<file path="src/rtl/alu_pkg.sv">
// Shared types and defaults for the alu and the two-requester alu_arbiter.
// Holds the FSM state enum, width defaults, opcode constants and the round-robin pick.
package alu_pkg;

  localparam int unsigned DefDataW = 8;
  localparam int unsigned DefOpW   = 3;
  localparam int unsigned NumReq   = 2;
  localparam int unsigned StatCntW = 8;

  typedef enum logic [2:0] {
    AluAdd  = 3'b000,
    AluSub  = 3'b001,
    AluAnd  = 3'b010,
    AluOr   = 3'b011,
    AluXor  = 3'b100,
    AluNor  = 3'b101,
    AluSlt  = 3'b110,
    AluSltu = 3'b111
  } alu_op_e;

  typedef enum logic [1:0] {
    StIdle = 2'b00,
    StExec = 2'b01,
    StResp = 2'b10
  } arb_state_e;

  // With both requesters valid the one not granted last wins; otherwise the valid one.
  function automatic logic rr_grant(input logic [NumReq-1:0] valid, input logic last);
    logic g;
    if (&valid) begin
      g = ~last;
    end else begin
      g = valid[1];
    end
    return g;
  endfunction

endpackage

</file>
<file path="src/rtl/alu.sv">
// Combinational ALU: arithmetic/logic ops plus signed/unsigned set-less-than.
// set_o is only raised by the compare opcodes; zero_o flags an all-zero result.
module alu
  import alu_pkg::*;
#(
  parameter int unsigned DATA_W = DefDataW,
  parameter int unsigned OP_W   = DefOpW
) (
  input  logic [DATA_W-1:0] rs_i,
  input  logic [DATA_W-1:0] rt_i,
  input  logic [OP_W-1:0]   op_i,
  output logic [DATA_W-1:0] alu_result_o,
  output logic              set_o,
  output logic              zero_o
);

  always_comb begin
    alu_result_o = '0;
    set_o        = 1'b0;
    case (op_i)
      OP_W'(AluAdd): alu_result_o = rs_i + rt_i;
      OP_W'(AluSub): alu_result_o = rs_i - rt_i;
      OP_W'(AluAnd): alu_result_o = rs_i & rt_i;
      OP_W'(AluOr):  alu_result_o = rs_i | rt_i;
      OP_W'(AluXor): alu_result_o = rs_i ^ rt_i;
      OP_W'(AluNor): alu_result_o = ~(rs_i | rt_i);
      OP_W'(AluSlt): begin
        set_o        = $signed(rs_i) < $signed(rt_i);
        alu_result_o = DATA_W'(set_o);
      end
      OP_W'(AluSltu): begin
        set_o        = rs_i < rt_i;
        alu_result_o = DATA_W'(set_o);
      end
      default: begin
        alu_result_o = '0;
        set_o        = 1'b0;
      end
    endcase
  end

  assign zero_o = (alu_result_o == '0);

endmodule

</file>
<file path="src/rtl/alu_arbiter.sv">
// Round-robin arbiter sharing one registered alu between two requesters (IDLE/EXEC/RESP).
// Optional per-requester saturating grant counters under macro ALU_ARBITER_STATS_EN.
module alu_arbiter
  import alu_pkg::*;
#(
  parameter int unsigned DATA_W = DefDataW,
  parameter int unsigned OP_W   = DefOpW
) (
  input  logic                clk_i,
  input  logic                rst_n_i,
  input  logic [1:0]          req_valid_i,
  output logic [1:0]          req_ready_o,
  input  logic [2*DATA_W-1:0] req_rs_i,
  input  logic [2*DATA_W-1:0] req_rt_i,
  input  logic [2*OP_W-1:0]   req_op_i,
  output logic [1:0]          rsp_valid_o,
  input  logic [1:0]          rsp_ready_i,
  output logic [DATA_W-1:0]   rsp_result_o,
  output logic                rsp_set_o,
`ifdef ALU_ARBITER_STATS_EN
  output logic [15:0]         grant_cnt_o,
`endif
  output logic                rsp_zero_o
);

  arb_state_e        state_q, state_d;
  logic              last_q, last_d;
  logic              owner_q, owner_d;
  logic [DATA_W-1:0] rs_q, rs_d;
  logic [DATA_W-1:0] rt_q, rt_d;
  logic [OP_W-1:0]   op_q, op_d;
  logic [DATA_W-1:0] result_q, result_d;
  logic              set_q, set_d;
  logic              zero_q, zero_d;

  logic              grant;
  logic              req_hs;
  logic [DATA_W-1:0] grant_rs;
  logic [DATA_W-1:0] grant_rt;
  logic [OP_W-1:0]   grant_op;
  logic [DATA_W-1:0] alu_result;
  logic              alu_set;
  logic              alu_zero;

  assign grant    = rr_grant(req_valid_i, last_q);
  assign grant_rs = grant ? req_rs_i[DATA_W +: DATA_W] : req_rs_i[0 +: DATA_W];
  assign grant_rt = grant ? req_rt_i[DATA_W +: DATA_W] : req_rt_i[0 +: DATA_W];
  assign grant_op = grant ? req_op_i[OP_W +: OP_W] : req_op_i[0 +: OP_W];

  // State is already IDLE during reset, so ready must also be gated by the reset itself.
  assign req_hs = (state_q == StIdle) && req_valid_i[grant] && rst_n_i;

  alu #(
    .DATA_W (DATA_W),
    .OP_W   (OP_W)
  ) u_alu (
    .rs_i         (rs_q),
    .rt_i         (rt_q),
    .op_i         (op_q),
    .alu_result_o (alu_result),
    .set_o        (alu_set),
    .zero_o       (alu_zero)
  );

  always_comb begin
    state_d     = state_q;
    last_d      = last_q;
    owner_d     = owner_q;
    rs_d        = rs_q;
    rt_d        = rt_q;
    op_d        = op_q;
    result_d    = result_q;
    set_d       = set_q;
    zero_d      = zero_q;
    req_ready_o = '0;
    rsp_valid_o = '0;

    unique case (state_q)
      StIdle: begin
        req_ready_o[grant] = req_hs;
        if (req_hs) begin
          owner_d = grant;
          last_d  = grant;
          rs_d    = grant_rs;
          rt_d    = grant_rt;
          op_d    = grant_op;
          state_d = StExec;
        end
      end
      StExec: begin
        result_d = alu_result;
        set_d    = alu_set;
        zero_d   = alu_zero;
        state_d  = StResp;
      end
      StResp: begin
        rsp_valid_o[owner_q] = 1'b1;
        if (rsp_ready_i[owner_q]) begin
          state_d = StIdle;
        end
      end
      default: state_d = StIdle;
    endcase
  end

  always_ff @(posedge clk_i or negedge rst_n_i) begin
    if (!rst_n_i) begin
      state_q  <= StIdle;
      last_q   <= 1'b1;
      owner_q  <= 1'b0;
      rs_q     <= '0;
      rt_q     <= '0;
      op_q     <= '0;
      result_q <= '0;
      set_q    <= 1'b0;
      zero_q   <= 1'b0;
    end else begin
      state_q  <= state_d;
      last_q   <= last_d;
      owner_q  <= owner_d;
      rs_q     <= rs_d;
      rt_q     <= rt_d;
      op_q     <= op_d;
      result_q <= result_d;
      set_q    <= set_d;
      zero_q   <= zero_d;
    end
  end

  assign rsp_result_o = result_q;
  assign rsp_set_o    = set_q;
  assign rsp_zero_o   = zero_q;

`ifdef ALU_ARBITER_STATS_EN
  logic [1:0][StatCntW-1:0] cnt_q, cnt_d;

  always_comb begin
    cnt_d = cnt_q;
    if (req_hs && (cnt_q[grant] != {StatCntW{1'b1}})) begin
      cnt_d[grant] = cnt_q[grant] + StatCntW'(1);
    end
  end

  always_ff @(posedge clk_i or negedge rst_n_i) begin
    if (!rst_n_i) begin
      cnt_q <= '0;
    end else begin
      cnt_q <= cnt_d;
    end
  end

  assign grant_cnt_o = cnt_q;
`endif

endmodule

</file>
<file path="config.mk">
export PLATFORM = sky130hd
export DESIGN_NAME = alu_arbiter
export DESIGN_NICKNAME = d
export VERILOG_FILES = /design/src/rtl/alu_pkg.sv /design/src/rtl/alu.sv /design/src/rtl/alu_arbiter.sv
export SDC_FILE = /design/constraint.sdc
export NUM_CORES = 1
export LEC_CHECK = 0
export ABC_AREA = 1
export CAP_MARGIN = 40
export CORE_UTILIZATION = 40
export DETAILED_ROUTE_END_ITERATION = 6
export GPL_TIMING_DRIVEN = 1
export PLACE_DENSITY_LB_ADDON = 0.15
export SLEW_MARGIN = 20
export SYNTH_ARGS = -nofsm -noshare
export SYNTH_HDL_FRONTEND = slang
export SYNTH_HIERARCHICAL = 1
export SYNTH_SLANG_ARGS = --single-unit
</file>
<file path="constraint.sdc">
create_clock -name clk_i -period 3.3 [get_ports clk_i]
set_input_delay 0.66 -clock clk_i [delete_from_list [all_inputs] [get_ports clk_i]]
set_output_delay 0.66 -clock clk_i [all_outputs]
set_load 0.05 [all_outputs]
</file>
# Word level (Yosys, flattened, before mapping)
# Cells that the tools add are included.
# classes
addsub	2
order_cmp	6
eq_ne	11
n_mux	19
bitwise	6
reduce_logical	10
# ops
cell	n
$pmux 8 s8	1
$lt 8x8->1	2
$mux 8	2
$eq 3x3->1 const B	4
$add 8x8->8	1
$and 8x8->8	1
$logic_not 8->1	1
$mux 2	4
$not 8->8	1
$or 8x8->8	1
$sub 8x8->8	1
$xor 8x8->8	1
$mux 1	7
$eq 3x2->1 const B	2
$pmux 2 s3	1
$reduce_and 2->1	3
$logic_and 1x1->1	4
$lt 1x2->1 const B	2
$ne 2x2->1 const B	2
$eq 3x1->1 const B	1
$logic_not 3->1	1
$mux 3	1
$and 2x2->2	1
$demux 1 s1	2
6 further kinds	7
# word_totals
regBits	33
inputBits	44
output_inout_bits	14

# Logic depth before layout (Yosys ltp)
# Gate-level depths: netlist of the first run.
# logic_depth
word_depth	8
mapped_depth	18
mapped_depth_nobuf	17

# By module
# Netlist of the first run, hierarchy kept.
# modules_own_cells
mod	n_inst	cells_each	area_each_um2
alu_arbiter	1	217	1639.1
alu	1	258	1437.6

# Worst setup path after synthesis of the first run
# OpenSTA, ideal clock, no wires.
# synth_timing
kind	input-to-output
startpoint	in req_valid_i[0]
endpoint	out req_ready_o[0]
arrival_time_ns	1.656
slack_ns	0.984
cell_stages	5
n_path_buf	1
cell_sequence	nand2_1 -> nand2_1 -> buf_2 -> inv_1 -> nor2_1
# synth_between
elab_chain_cells	8
word_cells_on_any_way	13
# synth_rtl
item	line_no	rtl
from (decl)	alu_arbiter.sv:11	input logic [1:0] req_valid_i,
$reduce_and 2->1	alu_pkg.sv:30	if (&valid) begin
$mux 1	alu_pkg.sv:30	
$lt 1x2->1 (implied by the code) (tied with other cells)	alu_arbiter.sv:80	req_ready_o[grant] = req_hs;
$logic_and 1x1->1 (implied by the code) / $mux 1 (equally long branches)	alu_arbiter.sv:80, alu_arbiter.sv:51	
$mux 1 (implied by the code) / $logic_and 1x1->1 (equally long branches)	alu_arbiter.sv:80, alu_arbiter.sv:51	
$demux 1 s1 / $logic_and 1x1->1 (equally long branches)	alu_arbiter.sv:80, alu_arbiter.sv:51	
$and 2x2->2 (no line) (*)	n/a	
$mux 2 (*)	alu_arbiter.sv:78	unique case (state_q)
to (decl)	alu_arbiter.sv:12	output logic [1:0] req_ready_o,
# Every way passes the cells marked *; elsewhere a longest branch is shown, timed or not. The select of a mux whose other input is x is not followed.

# Final worst setup path of the first run
# layout_timing
startpoint	reg state_q[0]
endpoint	out rsp_valid_o[1]
# layout_between
elab_chain_cells	2
# layout_rtl
item	line_no	rtl
from (decl)	alu_arbiter.sv:26	arb_state_e state_q, state_d;
from (signal assigned)	alu_arbiter.sv:108	state_q <= StIdle;
from (signal assigned)	alu_arbiter.sv:118	state_q <= state_d;
$eq 2x2->1	alu_arbiter.sv:78	
$mux 2	alu_arbiter.sv:78	
to (decl)	alu_arbiter.sv:16	output logic [1:0] rsp_valid_o,
# Every way passes these cells.

==> metrics.md, run 1 <==
| Metric | Value |
|---|---|
| Worst IR Drop VDD | `0.357 mV` |
| First-pass GRT wire length | `12800 um` |
| CTS tree | `built` |
| GR Util All Layers | `19.5%` |
| Layout area overhead | `23.3%` |
| P_sw | `2.08 mW` |
| CP max-delay cell | `clkdlybuf4s50_1` |
| Clk pwr share | `10.2%` |
| Diode count | `0` |
| Nets | `595` |
| Reg2reg start | `rs_q[0]` |
| Worst-path fanout max | `13` |
| Peak Freq | `0.377 GHz` |
| DIE WIDTH | `89.7 um` |
| Initial core utilization | `42.0%` |
| Post-synthesis register bit count | `33` |
| Post_cts resized | `0` |
| # hold bufs at CTS | `0` |
| Max Slew Vio Count | `0` |
| Dpl cell area | `3680 sq um` |
| Drt via density | `4.82` |
| Period utilisation layout | `80.4%` |
| Hold_sp | `rsp_set_o` |
| Final ANT Viol Nets | `0` |
| R2R depth | `15` |
| Setup bufs post-CTS | `0` |
| Final setup vio count | `0` |
| Routed via count | `3013` |
| Final wirelength | `7460 um` |
| Overall power | `3.83 mW` |
| I/O pin cnt | `58` |
| Startpoint Class | `flip-flop` |
| RD Place Congestion | `0.879` |
| Residual DRC | `0` |
| Synth unique cells | `35` |
| RSZ-0062 raised after global routing | `false` |
| Fin crit period | `2.65 ns` |
| Hold Crit Endpoint | `rsp_set_o` |
| Worst skew pair latency | `0.28 ns` |
| Final TNS setup | `0 ns` |
| Clk root buf | `clkbuf_8` |
| Int Pwr | `1.75 mW` |
| PortBufs | `57` |
| CP arrival | `1.99 ns` |
| PwrDens | `1010 nW/um^2` |
| Initial antenna violation count | `0` |
| Layout cell share with drive strength beyond 1 | `8.56%` |
| Required @ worst endpoint | `2.64 ns` |
| Pleak | `2.03 nW` |
| Maximum clock path buffer count | `2` |
| Nature of the critical path endpoint | `output port` |
| Row count | `31` |
| Die ar. | `8050 sq um` |
| Vias in the first global route | `2778` |
| Sink Count | `33` |
| Cells after Synth | `475` |
| Clock Skew | `0.00556 ns` |
| Share of total power in sequential cells | `21.3%` |
| Endpoints failing hold | `0` |
| Commonest non-fill, non-tap cell in the layout | `nand2_1` |
| Combinational share of power | `68.5%` |
| CTS H-tree depth | `2` |
| Reg clk slew, reported paths | `0.07 ns` |
| Critical Path, Cell by Cell | `nor2_1, inv_1, nor2_1, clkdlybuf4s50_1` |
| Worst Hold Class | `reg2reg` |
| Wirelength per Cell | `11.9 um` |
| CP max stage delay | `0.81 ns` |
| Largest net degree at the start of global routing | `34` |
| Most Frequent Cell on Critical Path | `nor2_1` |
| Die Y | `89.7 um` |
| Most frequent cells in the layout | `185 x nand2_1, 56 x nand3_1, 55 x clkdlybuf4s50_1` |
| Max-cap violations | `0` |
| TritonRoute pass-1 iters | `4` |
| Syn_nets | `545` |
| Syn avg cell area | `6.48 sq um` |
| Sw Ratio | `54.2%` |
| HPWL after detailed placement | `6010 um` |
| DRT iter0 DRCs | `159` |
| Synth warnings | `6` |
| Worst-margin pin slew | `0.543 ns` |
| Final instance area | `3790 sq um` |
| Hold path depth | `2` |
| Sequential share of the synthesized area | `26.9%` |
| CTS Buf Count | `5` |
| Mapped Area | `3080 sq um` |
| Grt ovf | `0` |
| Critical R2R Capture | `rsp_zero_o` |
| Setup slack, reg-to-reg | `0.99 ns` |
| Status | `completed` |
| Crit path kind | `reg2out` |
| Max_slew headroom | `63.8%` |
| Core Box Area | `7330 sq um` |
## per-stage QoR
step / util (%) / worst slack (ns) / hold WS, ns / cells
2_1_floorplan: - / 0.984 / 0.364 / 475
3_3_place_gp: 50.2 / 0.738 / 0.454 / 617
3_5_place_dp: 50.2 / 0.732 / 0.459 / 617
4_1_cts: 51.7 / 0.627 / 0.476 / 625
5_1_grt: 51.7 / 0.510 / 0.498 / 625
6_report: 51.7 / 0.646 / 0.470 / 625
## cell usage after synthesis
library cell | instances | area [sq um]
nor3_1 | 3 | 15.0
and2_1 | 1 | 6.26
o22ai_1 | 4 | 25.0
o21bai_1 | 1 | 7.51
nand3_2 | 3 | 30.0
nand2_2 | 6 | 37.5
dfstp_2 | 1 | 26.3
a21oi_4 | 1 | 16.3
dfrtp_1 | 32 | 801
buf_6 | 7 | 78.8
or2_1 | 3 | 18.8
ha_1 | 24 | 300
a21oi_2 | 1 | 8.76
nor3_2 | 2 | 20.0
a21oi_1 | 7 | 35.0
nand4_1 | 9 | 56.3
nand2_1 | 185 | 694
o21a_1 | 1 | 7.51
nor2_4 | 2 | 22.5
xor2_1 | 2 | 17.5
o21ai_1 | 6 | 30.0
nand3b_1 | 1 | 7.51
buf_4 | 6 | 45.0
nand3_1 | 56 | 280
buf_2 | 7 | 35.0
fa_1 | 2 | 40.0
nand4_2 | 1 | 12.5
o21ai_0 | 3 | 15.0
inv_2 | 10 | 37.5
inv_1 | 53 | 199
o21ai_2 | 1 | 8.76
nor2_2 | 2 | 12.5
xnor2_1 | 1 | 8.76
nor2_1 | 30 | 113
o211ai_1 | 1 | 7.51
## how the worst max path moves through the flow
stage	startpoint	depth (start not counted)	end	slack, ns
after global placement	req_valid_i[0]	7	req_ready_o[0]	0.74
after CTS	state_q[1]	5	rsp_valid_o[1]	0.63
after global routing	state_q[1]	5	rsp_valid_o[1]	0.51
after detailed placement	req_valid_i[0]	7	req_ready_o[0]	0.73
final	state_q[0]	4	rsp_valid_o[1]	0.65
after floorplan	req_valid_i[0]	5	req_ready_o[0]	0.98
## cells by family after synthesis
logic type               share of synthesized area [%]
AND/OR/NAND/NOR                                   43.1
XOR/XNOR                                         0.854
adder cells (fa/ha/maj)                           11.1
flip-flops                                        26.9
buffers and inverters                             12.9
AO/OA/AOI/OAI                                     5.25
## state kept, by name, indices dropped and copies added, names as in the netlist
name	cells
state_q	2
rsp_result_o	8
op_q	3
owner_q	1
rt_q	8
rsp_zero_o	1
last_q	1
rsp_set_o	1
rs_q	8
## power groups by stage
| stage | clock network (mW) | logic (mW) | registers, mW |
|---|---|---|---|
| finish | 0.392 | 2.62 | 0.815 |
| global route | 0.418 | 2.97 | 0.848 |
| CTS | 0.404 | 2.62 | 0.815 |
| detailed placement | 0 | 2.61 | 0.822 |
| global placement | 0 | 2.58 | 0.810 |
| floorplan | 0 | 1.90 | 0.912 |
## per-layer routing
metal / GRT usage, % / routed length (um) / vias up / part of all wire [%]
li1: - / - / 1585 / -
met1: 25.8 / 3590 / 1345 / 48
met2: 32.6 / 3430 / 75 / 46
met3: 3.05 / 314 / 8 / 4.2
met4: 6.01 / 121 / 0 / 1.6
met5: 0 / 0 / - / 0
## area by class of cell
class                   count  area, sq um
inverters                  63          236
clock inverters             1         30.0
repair buffers             63          636
multi-input cells         359         1850
fillers                   746         3540
well taps                  99          124
flip-flops and latches     33          827
clock buffers               7         86.3
## critical path: cells and delay by family, from the launching register on
kind          cells  cell delay, ns
buf+inv           2            0.88
flops             1            0.54
simple gates      2            0.29
Note: power is estimated with default switching activity, not from simulation.
==> inputs of run 2 (changes only) <==
==> constraint.sdc (replaced) <==
create_clock -name clk_i -period 2.23 [get_ports clk_i]
set_input_delay 0.446 -clock clk_i [delete_from_list [all_inputs] [get_ports clk_i]]
set_output_delay 0.446 -clock clk_i [all_outputs]
set_load 0.05 [all_outputs]
==> run 2 against run 1 <==
Net effect: sequential share of layout area fell by 0.94 points; design area rose by 4.5%; die area did not move; non-clock buffer count rose by 13; via count rose by 2.2%; first-iteration DRC count rose by 58%; global-route usage rose by 1.2 points; critical path depth rose by 9; critical path type is now reg2reg.
==> metrics.md, run 2 (synthesis gave the netlist of run 1 again) <==
| Metric | Value |
|---|---|
| DIE WIDTH | `89.7 um (unchanged)` |
| Final ANT Viol Nets | `0 (unchanged)` |
| Max-cap violations | `0 (unchanged)` |
| Clk root buf | `clkbuf_8` |
| Core Box Area | `7330 sq um (unchanged)` |
| Die ar. | `8050 sq um (unchanged)` |
| Routed via count | `3080 (+2.2%)` |
| I/O pin cnt | `58 (unchanged)` |
| Grt ovf | `0 (unchanged)` |
| Nets | `608 (+2.2%)` |
| Die Y | `89.7 um (unchanged)` |
| Residual DRC | `0 (unchanged)` |
| Final instance area | `3970 sq um (+4.5%)` |
| Worst slack at placement | `0.0719 ns (-0.660 ns)` |
| # hold bufs at CTS | `0 (unchanged)` |
| Diode count | `0 (unchanged)` |
| Vias in the first global route | `2879 (+3.6%)` |
| Clock Skew | `0.0101 ns (+0.00458 ns)` |
| CTS H-tree depth | `2 (unchanged)` |
| Worst skew pair latency | `0.28 ns (about the same)` |
| Drt via density | `4.83 (+0.14%)` |
| Startpoint Class | `flip-flop` |
| Reg clk slew, reported paths | `0.07 ns (about the same)` |
| PortBufs | `57 (unchanged)` |
| Worst Hold Class | `reg2reg` |
| Pleak | `2.09 nW (+3.1%)` |
| Required @ worst endpoint | `2.46 ns (-0.18 ns)` |
| Commonest non-fill, non-tap cell in the layout | `nand2_1` |
| Worst IR Drop VDD | `0.494 mV (+38%)` |
| Peak Freq | `0.492 GHz` |
| CTS tree | `built` |
| Max_slew headroom | `65.0% (+1.2 points)` |
| PwrDens | `1560 nW/um^2 (+54%)` |
| Final wirelength | `8040 um (+7.9%)` |
| Initial core utilization | `42.0% (unchanged)` |
| Max Slew Vio Count | `0 (unchanged)` |
| Final WS setup | `0.196 ns (-0.451 ns)` |
| Nature of the critical path endpoint | `flip-flop` |
| Initial antenna violation count | `0 (unchanged)` |
| Period utilisation layout | `91.2%` |
| Fill count | `738 (-1.1%)` |
| Final setup vio count | `0 (unchanged)` |
| Worst-path fanout max | `4 (-9)` |
| Row count | `31 (unchanged)` |
| Sink Count | `33 (unchanged)` |
| Layout cell share with drive strength beyond 1 | `14.7% (+6.1 points)` |
| Most frequent cells in the layout | `183 x nand2_1, 54 x nand3_1, 53 x clkdlybuf4s50_1` |
| CTS Buf Count | `5 (unchanged)` |
| First-pass GRT wire length | `13700 um (+7.1%)` |
| GR Util All Layers | `20.7% (+1.2 points)` |
| Layout area overhead | `28.9%` |
| CP arrival | `2.26 ns (+0.27 ns)` |
| Wirelength per Cell | `12.6 um (+5.7%)` |
| Worst-margin pin slew | `0.525 ns (-0.0183 ns)` |
| TritonRoute pass-1 iters | `4 (unchanged)` |
| Dpl cell area | `3760 sq um (+2.3%)` |
| HPWL after detailed placement | `6310 um (+5.0%)` |
| RSZ-0062 raised after global routing | `false` |
| RD Place Congestion | `0.990 (+13%)` |
| Largest net degree at the start of global routing | `34 (unchanged)` |
| Fin crit period | `2.03 ns` |
| Final TNS setup | `0 ns (unchanged)` |
| Status | `completed` |
| DRT iter0 DRCs | `252 (+58%)` |
| Maximum clock path buffer count | `2 (unchanged)` |
| Crit path kind | `reg2reg` |
| Endpoints failing hold | `0 (unchanged)` |
-- run 2: changes by cell type in the layout (fill, tap and decap cells not counted), sizes merged --
| cell | previous run | this run |
|---|---|---|
| clkdlybuf4s50 | 55 | 53 |
| buf | 8 | 23 |
-- run 2: timing repair --
| action | in CTS | in global routing |
|---|---|---|
| setup buffers | 0 | 1 |
| gates resized for setup | 0 | 22 |
| setup endpoints to repair | 0 | 2 |
-- run 2: final timing paths --
path                                 start              end  slack (ns)  depth (start not counted)
setup / recovery                   rt_q[0]       rsp_zero_o        0.20                         13
hold / removal             rsp_result_o[4]  rsp_result_o[4]        0.47                          2
setup reg to reg                   rt_q[0]       rsp_zero_o        0.20                         13
hold reg to reg            rsp_result_o[4]  rsp_result_o[4]        0.47                          2
max in group asynchronous          rst_n_i           last_q        1.25                          2
min in group asynchronous          rst_n_i          owner_q        0.66                          2
-- run 2: layout make-up --
cell class	count	area, sq um	share of cell area [%]
clock buffers	7	86.3	2.18
clock inverters	1	30.0	0.757
inverters	63	236	5.96
multi-input cells	359	1930	48.8
flip-flops and latches	33	827	20.9
well taps	99	124	3.12
repair buffers	76	728	18.4
-- run 2: critical path, stage by stage, from the launching register on --
cell     delay, ns
dfrtp_1       0.44
ha_4          0.19
fa_2          0.36
buf_4         0.14
xor2_1        0.15
nand2_1       0.05
nand4_1       0.10
nand2_1       0.10
nand2_1       0.05
nor2_1        0.10
nand3_1       0.07
nor2_1        0.09
nand3_1       0.08
nand2_1       0.07
-- run 2: power breakdown --
part           internal, mW  switching [mW]
combinational          1.65            2.80
sequential            0.871           0.266
clock                 0.364           0.219
total                  2.88            3.29
-- run 2: metal layers --
metal / global-route usage (%) / routed length (um) / vias up
li1: - / - / 1614
met1: 27.9 / 3840 / 1337
met2: 32.8 / 3540 / 114
met3: 3.64 / 468 / 15
met4: 8.20 / 190 / 0
met5: 0 / 0 / -
-- run 2: per-stage QoR --
step,instances,util (%),hold slack [ns],power [mW]
finish,638,54.1,0.469,6.17
global route,638,54.1,0.501,6.72
CTS,637,52.9,0.477,5.92
detailed placement,629,51.3,0.459,5.30
global placement,629,51.3,0.454,5.29
floorplan,475,-,0.150,4.16
==> edit 1: new RTL, settings of run 2 <==
`rs_q`, `rt_q` and `result_q` no longer have a reset.
--- a/src/rtl/alu_arbiter.sv
+++ b/src/rtl/alu_arbiter.sv
@@ -110,6 +110,3 @@
       owner_q  <= 1'b0;
-      rs_q     <= '0;
-      rt_q     <= '0;
       op_q     <= '0;
-      result_q <= '0;
       set_q    <= 1'b0;
@@ -120,6 +117,3 @@
       owner_q  <= owner_d;
-      rs_q     <= rs_d;
-      rt_q     <= rt_d;
       op_q     <= op_d;
-      result_q <= result_d;
       set_q    <= set_d;
@@ -127,2 +121,8 @@
     end
+  end
+
+  always_ff @(posedge clk_i) begin
+    rs_q     <= rs_d;
+    rt_q     <= rt_d;
+    result_q <= result_d;
   end
Check against the original RTL: differs if rst_n_i is asserted again (counterexample within 4 cycles, from zero or initial values and one cycle with rst_n_i low); with rst_n_i held inactive, the same outputs for 10 cycles.
==> edit 1 against run 2 <==
- clock power shrank 25%
- critical path type is now primary input to primary output
- worst setup slack worse by 0.054 ns
- largest cell class unchanged
- register-to-register slack lost 0.02 ns
- area after synthesis down 8.3%
- total power fell by 38%
- largest power group unchanged
- sequential cell count is the same
- wire length fell by 14%
- count of clock-buffer cells in the layout is 1 lower
- design area decreased by 6.8%
==> edit 1: results (changes against run 2) <==
[power_and_ir_drop]
clock_power_share = 0.114  ; +0.020
seqPwrFrac = 0.270  ; +0.086
vdd_drop_max_uv = 440  ; -11%
power.static_leakage_nw = 1.81  ; -13%
pg_clk_mw = 0.440  ; -25%
internal-power_mw = 1.96  ; -32%

[placed_design]
pre_cts_ws_ns = 0.0747  ; +0.00279 ns
dpl.cell_count = 552  ; -12%
place.gp.congestion = 0.960  ; -3.0%
hpwl_mm = 5.69  ; -9.8%

[final_layout]
fin_nets = 535  ; -12%
fill_cells = 679  ; -8.0%
final_layout_size_suffix_gt1_frac = 0.150  ; +0.00365

[sta]
fin_skew_ns = 0.00982  ; -0.000311 ns

[synth]
netlist_instances = 395  ; -17%
synth_edf_count = 24  ; +24
ys_async_sr_fraction = 0.273  ; -0.727
synth_nets = 465  ; -15%
synth.distinct_cells = 36  ; +2.9%
synth_common_cells = 137 x nand2_1, 54 x inv_1, 32 x nor2_1
yosysSeqAreaShare = 0.336  ; +0.0670

[routing]
routed-via-count = 2680  ; -13%
drt_iter0_markers = 215  ; -15%
detail_route.wl_per_cell_um = 12.3  ; -2.8%

[worst_setup_path]
crit_slowest_cell = clkdlybuf4s50_1

[global_route]
grt_pass1_vias = 2487  ; -14%
grt_pass1_wl_mm = 11.6  ; -15%
track_usage = 0.203  ; -0.00399
grt_max_degree = 20  ; -41%

[outcome]
status = completed

edit 1: final timing paths:
path | from | to | slack [ns] | cells after the start
worst min register to register | last_q | last_q | 0.48 | 2
worst max-delay path | rst_n_i | req_ready_o[1] | 0.14 | 6
max in group asynchronous | rst_n_i | state_q[1] | 1.50 | 2
worst max register to register | rt_q[0] | rsp_zero_o | 0.18 | 14
min in group asynchronous | rst_n_i | last_q | 0.59 | 1
worst min-delay path | last_q | last_q | 0.48 | 2
edit 1: layer usage:
| layer | vias to the layer above | wire, um | track usage |
|---|---|---|---|
| li1 | 1381 | - | - |
| met1 | 1193 | 3250 | 0.262 |
| met2 | 86 | 3090 | 0.321 |
| met3 | 20 | 287 | 0.0395 |
| met4 | 0 | 265 | 0.106 |
| met5 | - | 0 | 0 |
edit 1: cell type report:
class	instances	area [um^2]	share of cell area
clock inverters	2	11.3	0.00305
well taps	96	120	0.0325
flip-flops and latches	33	947	0.256
clock buffers	6	72.6	0.0196
multi-input cells	288	1600	0.432
repair buffers	73	706	0.191
inverters	64	240	0.0650
edit 1: cell families (layout without fill, tap and decap cells):
family	Yosys count	after routing	share of synthesized area
and+or+nand+nor	233	233	0.362
buffers and inverters	74	145	0.115
DFF	33	33	0.336
adders and majority gates	26	26	0.121
AOI/OAI and AO/OA	26	26	0.0572
xor gates and xnor gates	3	3	0.00932
edit 1: worst register-to-register path: stages (launching register included):
cell and delay [ns]:
edfxtp_1 0.43, ha_2 0.23, fa_2 0.36, nand3b_1 0.20, nand2_2 0.11, nand2_1 0.05
nand3_1 0.06, nand2_1 0.06, nand2_1 0.08, nand2_1 0.06, inv_1 0.05, nand3_1 0.07
nor2_1 0.11, nand2_1 0.06, nand2_1 0.07
==> edit 2: new RTL, settings of run 2 <==
Made on the original files. Build with the macro `ALU_ARBITER_STATS_EN` defined.
--- a/src/rtl/alu_arbiter.sv
+++ b/src/rtl/alu_arbiter.sv
@@ -2,2 +2,4 @@
 // Optional per-requester saturating grant counters under macro ALU_ARBITER_STATS_EN.
+`define ALU_ARBITER_STATS_EN
+
 module alu_arbiter
Function (old outputs only; new: grant_cnt_o): kept (equiv_simple and equiv_induct, registers matched by name and starting in step).
==> edit 2 against run 2 <==
- the flow now finishes with violations (DRC)
- wire length is 31% higher
- critical path depth stayed put
- sequential cell count is 16 higher
- total power is 22% higher
- hold slack worse by 0.19 ns
- clock skew is 0.00079 ns lower
- synthesized cell count is 10% higher
- worst setup slack worse by 0.13 ns
- first-iteration DRC count is 3.2% lower
- sequential share of layout area is 3.8 points higher
- clock power hardly changed
- area after synthesis is 21% higher
- design area is 26% higher
- critical path type unchanged
- critical endpoint unchanged
- largest power group unchanged
==> edit 2: results (changes against run 2) <==
[synth]
yosysSeqAreaShare = 0.330  ; +0.0616
synth_area_leaders = dfrtp_1 32%, nand2_1 17%, nand3_1 8.8%
synth.distinct_cells = 37  ; +5.7%
ys_async_sr_fraction = 1.00  ; unchanged
synth_ff_type = dfrtp_1
synth_nets = 594  ; +9.0%
synth_common_cells = 173 x nand2_1, 65 x nand3_1, 56 x inv_1
yosysWarnings = 6  ; unchanged

[cts]
clk_pin_slew_ns = 0.11  ; +0.04 ns
clk_path_buf_depth = 2  ; unchanged
cts_root_buf = clkbuf_8
h-tree-depth = 2  ; unchanged
numCtsBuffers = 5  ; unchanged
clk_latency_ns = 0.31  ; +0.03 ns

[outcome]
violations = DRC
status = complete, but fails checks

[worst_setup_path]
cp_max_fo = 4  ; unchanged
cp.arrival_ns = 2.43  ; +0.17 ns

[power_and_ir_drop]
vdd_drop_max_uv = 643  ; +30%
power.static_leakage_nw = 2.50  ; +20%
power_switching_mw = 3.92  ; +19%

[final_layout]
fin_nets = 696  ; +14%
antenna_cells = 0  ; unchanged
fill_cells = 882  ; +20%
largest_reg_flops = 16
final_layout_size_suffix_gt1_frac = 0.204  ; +0.0579

[global_route]
track_usage = 0.231  ; +0.0246
gr-usage-met1 = 0.347  ; +0.0688
grt_max_degree = 50  ; +47%
grt.met2_usage = 0.352  ; +0.0239
met3_usage = 0.0329  ; -0.00345
grt_pass1_wl_mm = 17.9  ; +31%
antenna_found_initial = 0  ; unchanged

[routing]
drtPass1Iterations = 7  ; +3
routed_wl_mm = 10.6  ; +31%
routed-via-count = 3703  ; +20%
drt_iter0_markers = 244  ; -3.2%
route.detailed.drc = 3  ; +3

[placed_design]
hpwl_mm = 8.40  ; +33%
place.gp.congestion = 0.964  ; -2.6%
port_buffers = 73  ; +28%
postPlaceCellArea_um2 = 4740  ; +26%

[sta]
relSlewSlack = 0.586  ; -0.0648
fin_skew_ns = 0.00934  ; -0.000790 ns

[hold_path]
min_path_type = primary input to asynchronous set/reset pin

-- edit 2: cell count changes in the layout (fill, tap and decap cells not counted), moves of 9 or more --
cell and delta:
clkdlybuf4s50_1 +15, buf_4 +20, nand2_1 -12, dfrtp_1 +14
mux2_2 +9
-- edit 2: timing repair --
item | CTS | global route
buffers inserted | 0 | 4
endpoints found under the setup margin | 0 | 7
resized for setup | 0 | 32
-- edit 2: power groups by stage --
stage                     Combinational [mW]  Sequential (mW)  Clock [mW]
final                                   5.33             1.60       0.583
after global routing                    5.89             1.66       0.640
after CTS                               4.87             1.59       0.606
after detailed placement                4.86             1.61           0
after global placement                  4.85             1.60           0
after floorplan                         2.85             1.98           0
-- edit 2: path summary, 6_finish.rpt --
check,from,endpoint,slack [ns],cells after the start
max in group asynchronous,rst_n_i,rt_q[1],1.49,2
setup / recovery,rt_q[0],rsp_zero_o,0.06,13
hold / removal,rst_n_i,rsp_result_o[6],0.28,2
setup reg to reg,rt_q[0],rsp_zero_o,0.06,13
min in group clk_i,rst_n_i,state_q[0],0.46,3
hold reg to reg,last_q,last_q,0.50,2
-- edit 2: per-stage QoR --
stage / setup slack (ns) / utilization / power [mW] / std cells
after global placement: 0.00137 / 0.536 / 6.45 / 722
after floorplan: 0.226 / - / 4.83 / 523
after global routing: -0.0819 / 0.564 / 8.20 / 734
after CTS: 0.0131 / 0.547 / 7.07 / 730
final: 0.0644 / 0.564 / 7.52 / 734
after detailed placement: -0.000520 / 0.536 / 6.46 / 722
-- edit 2: final cells by class --
cell class / count / area, um^2 / share of cell area
multi-input cells: 390 / 2240 / 0.449
clock inverters: 3 / 28.8 / 0.00577
repair buffers: 112 / 1030 / 0.207
flip-flops and latches: 49 / 1230 / 0.246
clock buffers: 5 / 68.8 / 0.0138
inverters: 67 / 251 / 0.0504
well taps: 108 / 135 / 0.0271
-- edit 2: routing by layer --
layer  routed length (um)  part of all wire
met5                    0                 0
met4                   82            0.0078
met3                  559             0.053
met2                 4560              0.43
met1                 5350              0.51
-- edit 2: cell families after synthesis --
kind of cell	share of synthesized area
flops	0.330
simple gates	0.381
fa+ha+maj	0.0950
xor+xnor	0.00707
compound gates	0.0579
buf+inv	0.0983
mux	0.0303
-- edit 2: worst max-delay path: stages, from the launching register on --
cell and delay (ns):
dfrtp_2 0.46, ha_4 0.17, fa_1 0.49, inv_2 0.04, nand3_2 0.07, nand3_2 0.08
nor2_2 0.13, nor2_2 0.06, nor2_1 0.08, nand3_1 0.07, nor2_1 0.13, nand2_1 0.07
nor2_2 0.11, mux2_4 0.14
